File: src/rtl/regfile_sequencer.sv
// Initiator for the 2-bit RW register-file command interface: READ -> EXEC -> WRITE per instruction.
// Optional multiply (op C) is built only when REGSEQ_MUL_EN is defined.
module regfile_sequencer #(
  parameter int WIDTH = 16,
  parameter int AW    = 4
) (
  input  logic             clk,
  input  logic             rst,
  input  logic [15:0]      instr,
  input  logic             instr_valid,
  output logic             instr_ready,
  output logic             rf_en,
  output logic [1:0]       rf_rw,
  output logic [AW-1:0]    rf_da,
  output logic [AW-1:0]    rf_aa,
  output logic [AW-1:0]    rf_ba,
  output logic [WIDTH-1:0] rf_d,
  input  logic [WIDTH-1:0] rf_a,
  input  logic [WIDTH-1:0] rf_b,
  output logic [WIDTH-1:0] result,
  output logic             flag_z,
  output logic             flag_c,
  output logic             done,
  output logic             err
);

  typedef enum logic [1:0] {IDLE, READ, EXEC, WRITE} state_t;

  state_t           state, state_nxt;
  logic [15:0]      ir;
  logic             accept;
  logic [WIDTH:0]   alu_out;

  function automatic logic op_legal(input logic [3:0] op);
    logic ok;
    ok = (op >= 4'h1) && (op <= 4'h9);
`ifdef REGSEQ_MUL_EN
    if (op == 4'hC) ok = 1'b1;
`endif
    return ok;
  endfunction

  // Returns {carry/borrow, value}; carry is forced to 0 for logic/shift ops.
  function automatic logic [WIDTH:0] alu(input logic [3:0] op,
                                         input logic [WIDTH-1:0] a,
                                         input logic [WIDTH-1:0] b);
    logic [WIDTH:0] r;
`ifdef REGSEQ_MUL_EN
    logic [2*WIDTH-1:0] prod;
    prod = a * b;
`endif
    r = '0;
    case (op)
      4'h1: r = {1'b0, a} + {1'b0, b};
      4'h2: r = {(a < b), a - b};
      4'h3: r = {1'b0, a & b};
      4'h4: r = {1'b0, a | b};
      4'h5: r = {1'b0, a ^ b};
      4'h6: r = {1'b0, a};
      4'h7: r = {1'b0, ~a};
      4'h8: r = {1'b0, a[WIDTH-2:0], 1'b0};
      4'h9: r = {2'b00, a[WIDTH-1:1]};
`ifdef REGSEQ_MUL_EN
      4'hC: r = {(|prod[2*WIDTH-1:WIDTH]), prod[WIDTH-1:0]};
`endif
      default: r = '0;
    endcase
    return r;
  endfunction

  assign instr_ready = (state == IDLE) && !rst;
  assign accept      = instr_valid && instr_ready;
  assign alu_out     = alu(ir[15:12], rf_a, rf_b);

  always_comb begin
    state_nxt = state;
    case (state)
      IDLE:    if (accept && op_legal(instr[15:12])) state_nxt = READ;
      READ:    state_nxt = EXEC;
      EXEC:    state_nxt = WRITE;
      WRITE:   state_nxt = IDLE;
      default: state_nxt = IDLE;
    endcase
  end

  always_ff @(posedge clk or posedge rst) begin
    if (rst) begin
      state  <= IDLE;
      ir     <= '0;
      done   <= 1'b0;
      err    <= 1'b0;
      result <= '0;
      flag_z <= 1'b0;
      flag_c <= 1'b0;
    end else begin
      state <= state_nxt;
      done  <= (state == WRITE) || (accept && !op_legal(instr[15:12]));
      err   <= accept && (instr[15:12] != 4'h0) && !op_legal(instr[15:12]);
      if (accept) ir <= instr;
      // EXEC boundary: operands from the read issued last cycle are live now
      if (state == EXEC) begin
        result <= alu_out[WIDTH-1:0];
        flag_c <= alu_out[WIDTH];
        flag_z <= (alu_out[WIDTH-1:0] == '0);
      end
    end
  end

  // Register-file command decode; rf_en is forced high during reset so the file clears.
  always_comb begin
    rf_en = rst;
    rf_rw = 2'b00;
    rf_da = '0;
    rf_aa = '0;
    rf_ba = '0;
    rf_d  = '0;
    if (!rst) begin
      case (state)
        READ: begin
          rf_en = 1'b1;
          rf_rw = 2'b10;
          rf_aa = ir[4 +: AW];
          rf_ba = ir[0 +: AW];
        end
        WRITE: begin
          rf_en = 1'b1;
          rf_rw = 2'b01;
          rf_da = ir[8 +: AW];
          rf_d  = result;
        end
        default: ;
      endcase
    end
  end

endmodule

File: config.mk
export PLATFORM = sky130hd
export DESIGN_NAME = regfile_sequencer
export DESIGN_NICKNAME = d
export VERILOG_FILES = /design/src/rtl/regfile_sequencer.sv
export SDC_FILE = /design/constraint.sdc
export NUM_CORES = 1
export LEC_CHECK = 0
export CORE_UTILIZATION = 45
export DETAILED_ROUTE_END_ITERATION = 12
export HOLD_SLACK_MARGIN = 0.12
export PLACE_DENSITY_LB_ADDON = 0.08
export SYNTH_ARGS = -nofsm -noshare
export SYNTH_HDL_FRONTEND = slang
export SYNTH_SLANG_ARGS = --single-unit
File: constraint.sdc
create_clock -name clk -period 2.6 [get_ports clk]
set_input_delay 0.52 -clock clk [delete_from_list [all_inputs] [get_ports clk]]
set_output_delay 0.52 -clock clk [all_outputs]
set_load 0.02 [all_outputs]
==> results of run 1 <==
==> critical path, stage by stage <==
cell and delay [ns]:
dlygate4sd2_1 0.25, inv_2 0.06, ha_4 0.27, buf_4 0.20, nand2_1 0.12, o21ai_0 0.39, a2111oi_4 0.13, o31a_1 0.35
nor3_2 0.23, mux2i_1 0.11, a21oi_1 0.21, nand3_1 0.14, o41ai_2 0.28
==> per-stage QoR <==
| step | setup WS (ns) | power [W] |
|---|---|---|
| 2_1_floorplan | -0.4321 | 0.003524 |
| 3_3_place_gp | -1.165 | 0.005775 |
| 3_5_place_dp | -1.316 | 0.005879 |
| 4_1_cts | -0.5345 | 0.006836 |
| 5_1_grt | -0.5319 | 0.007626 |
| 6_report | -0.4635 | 0.007271 |
==> layout make-up <==
class / count / area [sq um]
Timing Repair Buffer: 341 / 2939
Inverter: 54 / 232.7
Multi-Input combinational cell: 474 / 4172
Clock buffer: 5 / 68.82
Tap cell: 136 / 170.2
Sequential cell: 38 / 950.9
Clock inverter: 3 / 68.82
Fill cell: 606 / 1675
==> report_power, final <==
group,switching (W),leakage (nW),internal (W),total (W)
Combinational,0.00282,3.57,0.00272,0.00554
Sequential,0.000236,0.452,0.000880,0.00112
Clock,0.000230,0.0683,0.000385,0.000614
Total,0.00329,4.09,0.00399,0.00727
==> what timing repair did <==
item | CTS | global route
resized for setup | 177 | 94
pin swaps | 56 | 52
setup endpoints to repair | 37 | 21
setup buffers | 27 | 16
endpoints found under the hold margin | 0 | 0
==> routing by layer <==
layer,track usage,share of wire,vias up
met5,0,0,-
met4,0.1318,0.043,0
li1,-,-,2841
met2,0.6102,0.49,337
met1,0.4179,0.40,3003
met3,0.04679,0.063,104
==> state kept, by name, indices dropped and copies added (netlist names) <==
signal,cells
ir,16
state,2
flag_z,1
done,1
err,1
flag_c,1
result,16
==> worst min-delay path by stage <==
stage / from / endpoint / slack, ns / cells past startpoint
floorplan: ir[0] / ir[0] / 0.47 / 1
global placement: ir[8] / ir[8] / 0.48 / 1
detailed placement: ir[7] / ir[7] / 0.48 / 1
CTS: ir[4] / ir[4] / 0.50 / 1
global route: ir[3] / ir[3] / 0.51 / 1
finish: ir[3] / ir[3] / 0.50 / 1
==> cells in the final DEF (no fill, tap or decap), types with 7 or more instances in the layout <==
cell and n:
dlymetal6s2s_1 11, dlygate4sd2_1 28, nand2_1 24, dfrtp_1 38
buf_6 29, inv_2 17, and2_1 29, nor3_1 13
mux2_2 16, a21oi_1 40, a21oi_2 7, buf_4 211
nand3_1 9, ha_1 33, ha_4 16, o21ai_0 19
inv_1 31, clkdlybuf4s50_1 49, nor2_1 47, nor2b_1 13
nand2b_1 7, mux2i_1 8
==> logic make-up (layout without fill, tap and decap cells) <==
kind of cell               Yosys count  in the layout
muxes                               29             29
and+or+nand+nor                    201            201
adders and majority gates           56             56
xor gates and xnor gates             2              2
DFF                                 38             38
AOI/OAI and AO/OA                  186            186
buffers and inverters               92            403
==> impl_metrics.toml, run 1 <==
[outcome]
status = "finished with violations"
violations = "setup timing"

[clock_tree]
clkLatencyLatePin_ns = 0.30
cts_tree = "built"
ctsRootBufferMaster = "clkbuf_8"
cts_made_buffers = 5
cts_buffer_depth = 2
hold_buffers = 0
clk_pin_slew_ns = 0.08
htreeDepth = 2
cts_sinks = 38

[logic_synthesis]
ys_warn_count = 0
synth_mux_area_frac = 0.06667
synth.top_cell.area_share = 0.2003
synthCells = 604
synth_common_cells = "ha_1 (54), inv_1 (51), nor2_1 (50)"
yosysSeqAreaShare = 0.2003
synth_top_family_by_area = "compound AO/OA/AOI/OAI gates"
syn_nets = 711
synthAdderAreaFrac = 0.1507
synthXorXnorAreaFrac = 0.003689
synthArstFlopShare = 1.000
yosys.area.top_type = "dfrtp_1"
synthesis.area_sq_um = 4748
yosys-top-cells-area = "dfrtp_1 (20%), ha_1 (14%), a21oi_1 (5.2%), mux2_2 (4.7%), inv_1 (4.0%)"
synthFlopType = "dfrtp_1"
synth.avg_cell_area_sq_um = 7.861
post-synth-top-count-cell = "ha_1"
netlist-cell-type-count = 73
yosys.area_share.simple = 0.2300
synth_compound_area_frac = 0.2717
ys_seq_elements = 38
synth-edff-count = 0

[detailed_routing]
viasPerCell = 5.980
ant_nets = 0
first_iter_violations = 386
totalWireLength_mm = 20.29
drc_errors = 0
routedWlPerCell_um = 19.31
vias = 6285
first_pass_iters = 5

[setup_path]
worstReg2RegEnd = "flag_z"
startpoint_type = "primary input"
cp-startpoint = "rf_b[7]"
crit_fanout = 10
cp-end-kind = "flop"
worst_r2r_path_depth = 10
r2r-start = "ir[14]"
cp.required_ns = 2.80
regToRegSetupSlack_ns = -0.30
path_class = "in -> reg"
cp.arrival_ns = 3.27
crit_end = "flag_z"

[sta]
finalCritPeriodShare = 1.178
finalCriticalPeriod_ns = 3.064
tightest_slew_ns = 0.6175
grt_setup_unrepaired = "yes"
finalSetupViolCount = 9
fin_skew_ns = 0.009394
setup_tns_ns = -2.265
final.setup.worst_slack_ns = -0.4635
relSlewSlack = 0.5840
timing.hold.ws_ns = 0.5026
slew_viol_final = 0
max_freq_mhz = 326.4
hold_viol_final = 0

[flow_run]
drv_cap = 0

[power]
leakage_nw = 4.091
pwr_density_cell_nw_per_um2 = 845.3
peakVddDrop_mv = 0.5630

[global_routing]
antenna_found_initial = 0
grt.overflow.total = 0
grt_usage = 0.3432
grt_pass1_wl_mm = 30.07
grt_pass1_vias = 6058
grt_max_degree = 38

[floorplan]
row_count = 37
dieHeight_um = 104.7
dieArea_sq_um = 10970
core_region_area_sq_um = 10280
die_w_um = 104.7
initial_core_util = 0.4620
ios = 103

[place]
place_area_sq_um = 7427
routabilityCongestion = 0.9756
io_buffers = 102
dp_hpwl_mm = 14.38
dp.cells = 1005

[finish]
synthToLayoutAreaGrowth_pct = 81.16
diodes = 0
finalInstanceArea_sq_um = 8602
fin_nets = 1021
instances_no_fill = 1051
finish.utilization = 0.8370
drive_gt1_frac = 0.4372

[worst_hold_path]
holdCritPathClass = "reg -> reg"
Power figures use the tool's default switching activity.
==> inputs of run 2 (changes only) <==
Settings changed: GPL_ROUTABILITY_DRIVEN set to 0.
==> run 2 against run 1 <==
Compared with the run above:
- the flow still finishes with violations (setup timing)
- count of clock-buffer cells in the layout grew 2
- sequential power is essentially flat
- combinational power shrank 4.5%
- wire length shrank 2.5%
- clock skew shrank 0.0010 ns
- non-clock buffer count shrank 31
- global-route usage is the same
- setup slack lost 0.030 ns
- register-to-register slack gained 0.03 ns
- sequential cell count is the same
- via count shrank 1.0%
- total power shrank 5.3%
- largest cell class unchanged
==> impl_metrics.toml, run 2 (synthesis gave the netlist of run 1 again) <==
[detailed_routing]
totalWireLength_mm = 19.80
routedWlPerCell_um = 19.41
vias = 6222
first_iter_violations = 471
ant_nets = 0
viasPerCell = 6.100
drc_errors = 0
first_pass_iters = 5

[setup_path]
path_class = "in -> reg"
worstReg2RegEnd = "flag_z"
crit_fanout = 3
slowest_delay_ns = 0.49
cp-end-kind = "flop"
path_delay_family = "compound AO/OA/AOI/OAI gates"
worst_r2r_path_depth = 10
startpoint_type = "primary input"
r2r-start = "ir[15]"
cp.required_ns = 2.80
cp_num_cells = 15
crit_end = "flag_z"
regToRegSetupSlack_ns = -0.27
crit_slowest_cell = "o41a_1"
crit_chain = "buf_8 -> inv_6 -> buf_6 -> buf_6 -> fa_2 -> nor2b_4 -> o211ai_1 -> and3_1 -> o41a_1 -> buf_4 -> a21boi_2 -> o211a_1 -> and3_1 -> nand3_1 -> o41ai_2"
cp.arrival_ns = 3.29
crit_buf_inv = 5
cp-startpoint = "rf_b[1]"

[floorplan]
dieArea_sq_um = 10970
ios = 103
die_w_um = 104.7
core_region_area_sq_um = 10280
initial_core_util = 0.4620
dieHeight_um = 104.7
row_count = 37

[finish]
diodes = 0
synthToLayoutAreaGrowth_pct = 75.55
final_common_cell = "buf_4"
final_cell_mix = "buf_4 (193), clkdlybuf4s50_1 (54), nor2_1 (49)"
drive_gt1_frac = 0.4163
finish.utilization = 0.8111
finalInstanceArea_sq_um = 8335
largest_registers = "ir x16, result x16, state x2"
fin_nets = 990

[clock_tree]
cts_made_buffers = 5
htreeDepth = 2
cts_sinks = 38
clk_pin_slew_ns = 0.08
cts_buffer_depth = 2
cts_tree = "built"
ctsRootBufferMaster = "clkbuf_8"
hold_buffers = 0
clkLatencyLatePin_ns = 0.29

[sta]
finalSetupViolCount = 10
max_freq_mhz = 323.3
setup_tns_ns = -2.857
final.setup.worst_slack_ns = -0.4932
slew_viol_final = 0
relSlewSlack = 0.5772
finalCritPeriodShare = 1.190
hold_viol_final = 0
fin_skew_ns = 0.008365
finalCriticalPeriod_ns = 3.093
grt_setup_unrepaired = "yes"
tightest_slew_ns = 0.6253

[global_routing]
grt_pass1_wl_mm = 30.31
grt.overflow.total = 0
grt_usage = 0.3432
grt_max_degree = 35
antenna_found_initial = 0
grt_pass1_vias = 6211

[power]
peakVddDrop_mv = 0.5536
leakage_nw = 3.862
pwr_density_cell_nw_per_um2 = 826.0
p_total_w = 0.006885

[place]
dp_slack_ns = -1.340
io_buffers = 102
place_area_sq_um = 7259
dp_hpwl_mm = 13.59

[worst_hold_path]
hp-start = "ir[7]"
holdCritPathClass = "reg -> reg"

[outcome]
status = "finished with violations"
violations = "setup timing"

[flow_run]
drv_cap = 0
-- run 2: layout make-up --
type | instances | area (sq um)
timing repair buffer | 310 | 2665
clock inverter | 1 | 30.03
multi-input combinational | 474 | 4210
clock buffer | 7 | 76.32
sequential | 38 | 950.9
inverter | 54 | 232.7
fill | 693 | 1942
tap | 136 | 170.2
-- run 2: worst min-delay path by stage --
stage	to	slack (ns)	cells past startpoint
floorplan	ir[0]	0.47	1
global placement	ir[6]	0.48	1
detailed placement	ir[7]	0.48	1
CTS	ir[7]	0.50	1
global route	ir[7]	0.52	1
finish	ir[7]	0.50	1
-- run 2: repair_timing --
item | 4_1_cts | 5_1_grt
setup buffers | 17 | 18
pin swaps | 48 | 40
gates resized for setup | 177 | 64
gates cloned | 0 | 0
setup endpoints to repair | 37 | 20
-- run 2: metrics by stage --
step / hold slack [ns] / cells
after CTS: 0.5015 / 1006
after global placement: 0.4801 / 981
after global routing: 0.5175 / 1020
after floorplan: 0.4706 / 604
after detailed placement: 0.4848 / 981
final: 0.5006 / 1020
-- run 2: metal layers --
layer,track usage,routed length [um],vias up
met5,0,0,-
met4,0.1801,912,0
met3,0.05427,1567,96
met2,0.5946,9866,372
met1,0.4074,7450,2985
li1,-,-,2769
-- run 2: power by group --
group / switching (W) / total [W] / internal [W] / leakage, nW
sequential: 0.000218 / 0.00110 / 0.000881 / 0.452
clock: 0.000211 / 0.000499 / 0.000287 / 0.0524
combinational: 0.00276 / 0.00529 / 0.00252 / 3.36
==> inputs of run 3 (changes only) <==
Settings changed: HOLD_SLACK_MARGIN 0.12 to not set.
==> results of run 3 <==
The final DEF is identical to that of run 2; final timing and power are the same.
